$ cat config.mk
export PLATFORM = sky130hd
export DESIGN_NAME = pwm_gen
export DESIGN_NICKNAME = d
export VERILOG_FILES = /design/src/rtl/pwm_gen.sv
export SDC_FILE = /design/constraint.sdc
export NUM_CORES = 1
export LEC_CHECK = 0
export ABC_AREA = 1
export CAP_MARGIN = 25
export CORE_UTILIZATION = 45
export DETAILED_ROUTE_END_ITERATION = 6
export PLACE_DENSITY = 0.77
export SLEW_MARGIN = 5
export SYNTH_ARGS = -nofsm -noshare
export SYNTH_HDL_FRONTEND = slang
export SYNTH_SLANG_ARGS = --single-unit
$ cat constraint.sdc
create_clock -name clk -period 1.8 [get_ports clk]
set_clock_uncertainty 0.15 [all_clocks]
set_input_delay 0.36 -clock clk [delete_from_list [all_inputs] [get_ports clk]]
set_output_delay 0.36 -clock clk [all_outputs]
set_load 0.05 [all_outputs]
$ cat src/rtl/pwm_gen.sv
// Double-buffered up-counter PWM source with a per-cycle strobe.
// New period/duty values staged while running take effect only on a wrap, so no runt pulses reach the pin.
module pwm_gen #(
  parameter int          WIDTH      = 8,
  parameter int unsigned RST_PERIOD = 255
) (
  input  logic             clk,
  input  logic             rstn,
  input  logic             en,
  input  logic             load,
  input  logic [WIDTH-1:0] period_in,
  input  logic [WIDTH-1:0] duty_in,
  output logic             pend,
  output logic             pwm_out,
  output logic             cycle_end
);

  localparam logic [WIDTH-1:0] RST_P = WIDTH'(RST_PERIOD);

  logic [WIDTH-1:0] cnt_reg, cnt_next;
  logic [WIDTH-1:0] period_reg, period_next;
  logic [WIDTH-1:0] duty_reg, duty_next;
  logic [WIDTH-1:0] stage_period_reg, stage_period_next;
  logic [WIDTH-1:0] stage_duty_reg, stage_duty_next;
  logic             pend_reg, pend_next;
  logic             pwm_reg, pwm_next;
  logic             cycle_end_reg, cycle_end_next;
  logic             at_wrap;

  assign at_wrap = (cnt_reg == period_reg);

  always_comb begin
    cnt_next          = cnt_reg;
    period_next       = period_reg;
    duty_next         = duty_reg;
    stage_period_next = stage_period_reg;
    stage_duty_next   = stage_duty_reg;
    pend_next         = pend_reg;
    pwm_next          = 1'b0;
    cycle_end_next    = 1'b0;

    if (en) begin
      cnt_next       = at_wrap ? '0 : cnt_reg + 1'b1;
      pwm_next       = (cnt_reg < duty_reg);
      cycle_end_next = at_wrap;
      if (at_wrap) begin
        // A load landing on the wrap clock is newer than anything staged, so it wins outright.
        if (load) begin
          period_next = period_in;
          duty_next   = duty_in;
          pend_next   = 1'b0;
        end else if (pend_reg) begin
          period_next = stage_period_reg;
          duty_next   = stage_duty_reg;
          pend_next   = 1'b0;
        end
      end else if (load) begin
        stage_period_next = period_in;
        stage_duty_next   = duty_in;
        pend_next         = 1'b1;
      end
    end else begin
      cnt_next = '0;
      // While parked there is no waveform to protect; write the active pair directly.
      if (load) begin
        period_next = period_in;
        duty_next   = duty_in;
        pend_next   = 1'b0;
      end
    end
  end

  always_ff @(posedge clk) begin
    if (rstn) begin
      cnt_reg          <= '0;
      period_reg       <= RST_P;
      duty_reg         <= '0;
      stage_period_reg <= RST_P;
      stage_duty_reg   <= '0;
      pend_reg         <= 1'b0;
      pwm_reg          <= 1'b0;
      cycle_end_reg    <= 1'b0;
    end else begin
      cnt_reg          <= cnt_next;
      period_reg       <= period_next;
      duty_reg         <= duty_next;
      stage_period_reg <= stage_period_next;
      stage_duty_reg   <= stage_duty_next;
      pend_reg         <= pend_next;
      pwm_reg          <= pwm_next;
      cycle_end_reg    <= cycle_end_next;
    end
  end

  assign pend      = pend_reg;
  assign pwm_out   = pwm_reg;
  assign cycle_end = cycle_end_reg;

endmodule

Yosys cells after proc, flatten, opt, wreduce, memory -nomap -nowiden
Cells that the tools add are included.
Word-level totals
  logic and storage cells: 36
  bits of input ports: 20
  register bits after elaboration: 43
  output and inout bits: 3
Cells by class
  equality and inequality tests: 3
  add/subtract/negate cells: 1
  bitwise operators: 2
  order comparisons: 1
  mux-type cells: 14
  reduce and logical (&&, ||, !) cells: 7
Operators by type and width (number)
  two-way mux 8 bit: 10
  adder 8 x 1 -> 8 bit (second input constant): 1
  == test 8 bit: 1
  < comparator 8 bit: 1
  AND reduction 3 bit: 2
  two-way mux 1 bit: 4
  nonzero test 2 bit: 2
  inequality test 3 bit (second input constant): 1
  OR reduction 3 bit: 1
  inequality test 2 x 1 -> 1 bit (second input constant): 1
  NOT 1 bit: 2
  AND reduction 2 bit: 1
  OR reduction 2 bit: 1

Logic depth before layout (Yosys ltp)
  depth after elaboration: 4
  mapped depth: 11

Worst setup path after synthesis
No wires, ideal clock.
  path type: reg-to-reg
  start: reg pend_reg (netlist: pend)
  end: reg duty_reg[6]
  arrival time: 1369 ps
  buffers on the path: 1
  library setup time: 115 ps
  stages on the path, launching flop included: 7
  slack: 166 ps
  required time: 1535 ps
  cells stage by stage: dfxtp_1 inv_1 o21ai_2 buf_2 nand3_1 nand2_1 nor2_1
Between the ends
  longest elaborated chain between the ends: 2
RTL lines
  start: declaration: RTL line 25  | logic pend_reg, pend_next;
  start signal: assignment: RTL line 89  | pend_reg <= pend_next;
  inequality test 3 bit (no line)
  AND reduction 3 bit (no line)
  end signal: assignment: RTL line 86  | duty_reg <= duty_next;
  end: declaration: RTL line 22  | logic [WIDTH-1:0] duty_reg, duty_next;
Every way passes these cells.
A chain may end at the register's enable or synchronous reset.

Worst setup path in the final report
  start: reg cnt_reg[2]
  end: reg period_reg[0]
Between the ends
  longest elaborated chain between the ends: 3
RTL lines
  start: declaration: RTL line 20  | logic [WIDTH-1:0] cnt_reg, cnt_next;
  start signal: assignment: RTL line 84  | cnt_reg <= cnt_next;
  == test 8 bit (*): RTL line 30  | assign at_wrap = (cnt_reg == period_reg);
  inequality test 3 bit (no line) / inequality test 2 x 1 -> 1 bit (equally long branches)
  AND reduction 3 bit (no line) (*)
  end signal: assignment: RTL line 85  | period_reg <= period_next;
  end: declaration: RTL line 21  | logic [WIDTH-1:0] period_reg, period_next;
Every way passes the cells marked *; elsewhere a longest branch is shown, timed or not.

==> results.py <==
metrics = {
    "clock_network": {
        "numCtsBuffers": 5,
        "cts_root_buffer": "clkbuf_8",
        "clk_pin_slew_worst_paths_ns": 0.08,
        "clkLatencyLatePin_ns": 0.30,
        "clkSinkCount": 43,
        "cts.htree.levels": 2,
        "clockBufferDepth": 2,
        "cts_tree": "done",
    },
    "die": {
        "design.die.area_sq_um": 5140,
        "start_util": 0.485,
        "die_h_um": 71.7,
        "die_w_um": 71.7,
        "ios": 23,
        "row_count": 24,
        "coreArea_sq_um": 4500,
    },
    "placed_design": {
        "dp_slack_ns": -0.176,
        "hpwl_mm": 3.29,
        "port_buffers": 22,
        "gp_congestion": 0.800,
    },
    "sta": {
        "setup_viol": 0,
        "hold_viol_final": 0,
        "slew_violations": 0,
        "timing.final.crit_period_ns": 1.66,
        "slew_headroom": 0.810,
        "worst_slew_pin_slew_ns": 0.286,
        "max_freq_mhz": 603,
        "finalCritPeriodShare": 0.921,
        "rsz0062_at_grt": "false",
        "fin_ws_ns": 0.143,
        "fin_tns_setup_ns": 0,
    },
    "worst_hold_path": {
        "hp-class": "register to register",
    },
    "global_routing": {
        "antenna_found_initial": 0,
        "grt_pass1_vias": 1786,
        "grt_pass1_wl_mm": 7.74,
        "grt_max_degree": 26,
        "track_usage": 0.193,
        "grt_overflow": 0,
    },
    "worst_setup_path": {
        "cp.arrival_ns": 1.69,
        "cp-end-kind": "register",
        "crit_fanout": 8,
        "slowest_stage": "dfxtp_1",
        "worst-setup-path-type": "register to register",
        "start_kind": "register",
        "cp_cell_sequence": "xnor2_1, nand2_1, nor2_1, nand2_4, nand2_2, nand2_1, nand2_1, nand3_1",
        "timing.critical_path.required_ns": 1.83,
        "critPathMaxStageDelay_ns": 0.44,
        "worst_path_most_repeated_cell": "nand2_1",
    },
    "synth": {
        "synth.distinct_cells": 32,
        "seq_area_frac_synth": 0.394,
        "ys_ff_latch": 43,
        "async_flop_share": 0,
        "synth.area.top_cells": "dfxtp_1 39%, nand2_1 12%, nand3_1 7.8%",
        "synth_top_area_frac": 0.394,
        "synthCells": 303,
        "synth.avg_cell_area_sq_um": 7.21,
        "netlist_area_sq_um": 2180,
        "synthesis.nets": 331,
        "synth_ff_type": "dfxtp_1",
        "synth-edff-count": 0,
        "synth.largest_area_cell": "dfxtp_1",
        "ys_warn_count": 0,
    },
    "pwr": {
        "power_uw": 2150,
        "power_density_nw_per_um2": 813,
        "power.leakage_uw": 0.00125,
        "vdd_ir_drop_max_mv": 0.572,
    },
    "layout": {
        "drive_above_1_share": 0.120,
        "antenna_cells": 0,
        "final_nets": 360,
        "area_growth_pct": 21.1,
    },
    "detailed_routing": {
        "via_count": 1982,
        "routedWlPerCell_um": 11.6,
        "ant_nets": 0,
        "wl_mm": 4.47,
        "dr.pass1.iters": 4,
        "drtIter0Drc": 87,
        "drc": 0,
        "viasPerCell": 5.15,
    },
    "flow_run": {
        "cap_violations": 0,
    },
    "run_status": {
        "outcome": "completed",
    },
}
==> worst max-delay path, delay by kind of cell, from the launching register on <==
| family | cells | cell delay [ns] |
|---|---|---|
| AND/OR/NAND/NOR | 7 | 0.80 |
| XOR/XNOR | 1 | 0.14 |
| flip-flops | 1 | 0.44 |
==> cell usage after synthesis, types with 2 or more instances <==
library cell  number
nor2_1            33
dfxtp_1           43
nor3b_1            3
mux2_1             4
nand4_1            9
o21ai_1            4
a21oi_1           16
mux2_2             4
xnor2_1            5
o21ai_0            7
nand2_1           71
nand2_2            2
inv_1             33
buf_4              3
inv_2              2
clkbuf_1           3
nand3_1           34
buf_2              6
ha_1               8
==> layout make-up <==
class                   count  area [sq um]
fillers                   416          1860
multi-input cells         210          1110
flip-flops and latches     43           862
repair buffers             36           355
inverters                  36           135
clock buffers               6          82.6
well taps                  52          65.1
clock inverters             2          35.0
==> layout by cell type (no fill, tap or decap), types with 5 or more instances in the layout <==
| cell | Yosys | routed |
|---|---|---|
| a21oi_1 | 16 | 16 |
| buf_4 | 3 | 14 |
| clkbuf_8 | 0 | 6 |
| clkdlybuf4s50_1 | 0 | 19 |
| dfxtp_1 | 43 | 42 |
| ha_1 | 8 | 8 |
| inv_1 | 33 | 33 |
| nand2_1 | 71 | 71 |
| nand3_1 | 34 | 34 |
| nand4_1 | 9 | 9 |
| nor2_1 | 33 | 33 |
| o21ai_0 | 7 | 7 |
| xnor2_1 | 5 | 5 |
==> kinds of logic after synthesis <==
group,count (synthesis),share of synthesized area
and+or+nand+nor,158,0.324
AOI/OAI and AO/OA,30,0.0727
muxes,8,0.0412
adders and majority gates,8,0.0458
buffers and inverters,50,0.0979
xor gates and xnor gates,6,0.0241
DFF,43,0.394
==> metal layers <==
metal,track usage,vias to the layer above,share of wire,wire length [um]
li1,-,1037,-,-
met1,0.238,910,0.48,2170
met2,0.327,30,0.47,2100
met3,0.0478,5,0.031,137
met4,0.0697,0,0.014,62
met5,0,-,0,0
==> timing repair <==
| action | 4_1_cts | 5_1_grt |
|---|---|---|
| gates resized for setup | 0 | 1 |
| hold buffers | 0 | 0 |
| setup buffers | 0 | 0 |
| setup endpoints to repair | 0 | 4 |
==> metrics by stage <==
stage	cells	utilization	area, sq um	hold slack (ns)
3_3_place_gp	377	0.561	2530	0.280
3_5_place_dp	377	0.561	2530	0.291
4_1_cts	385	0.587	2640	0.312
5_1_grt	385	0.587	2650	0.348
6_report	385	0.587	2650	0.313
2_1_floorplan	303	-	2180	0.272
==> final timing paths <==
check                                          from                   to  slack, ns  depth (start not counted)
worst max-delay path                     cnt_reg[2]        period_reg[0]       0.14                          8
worst max register to register           cnt_reg[2]        period_reg[0]       0.14                          8
worst min-delay path            stage_period_reg[0]  stage_period_reg[0]       0.31                          2
worst min register to register  stage_period_reg[0]  stage_period_reg[0]       0.31                          2
==> where the power goes <==
part / leakage, uW / total (uW) / switching (uW) / internal, uW
registers: 0.000355 / 1040 / 28.8 / 1010
clock network: 0.0000612 / 780 / 331 / 449
logic: 0.000830 / 335 / 179 / 156
Note: power is estimated with default switching activity, not from simulation.
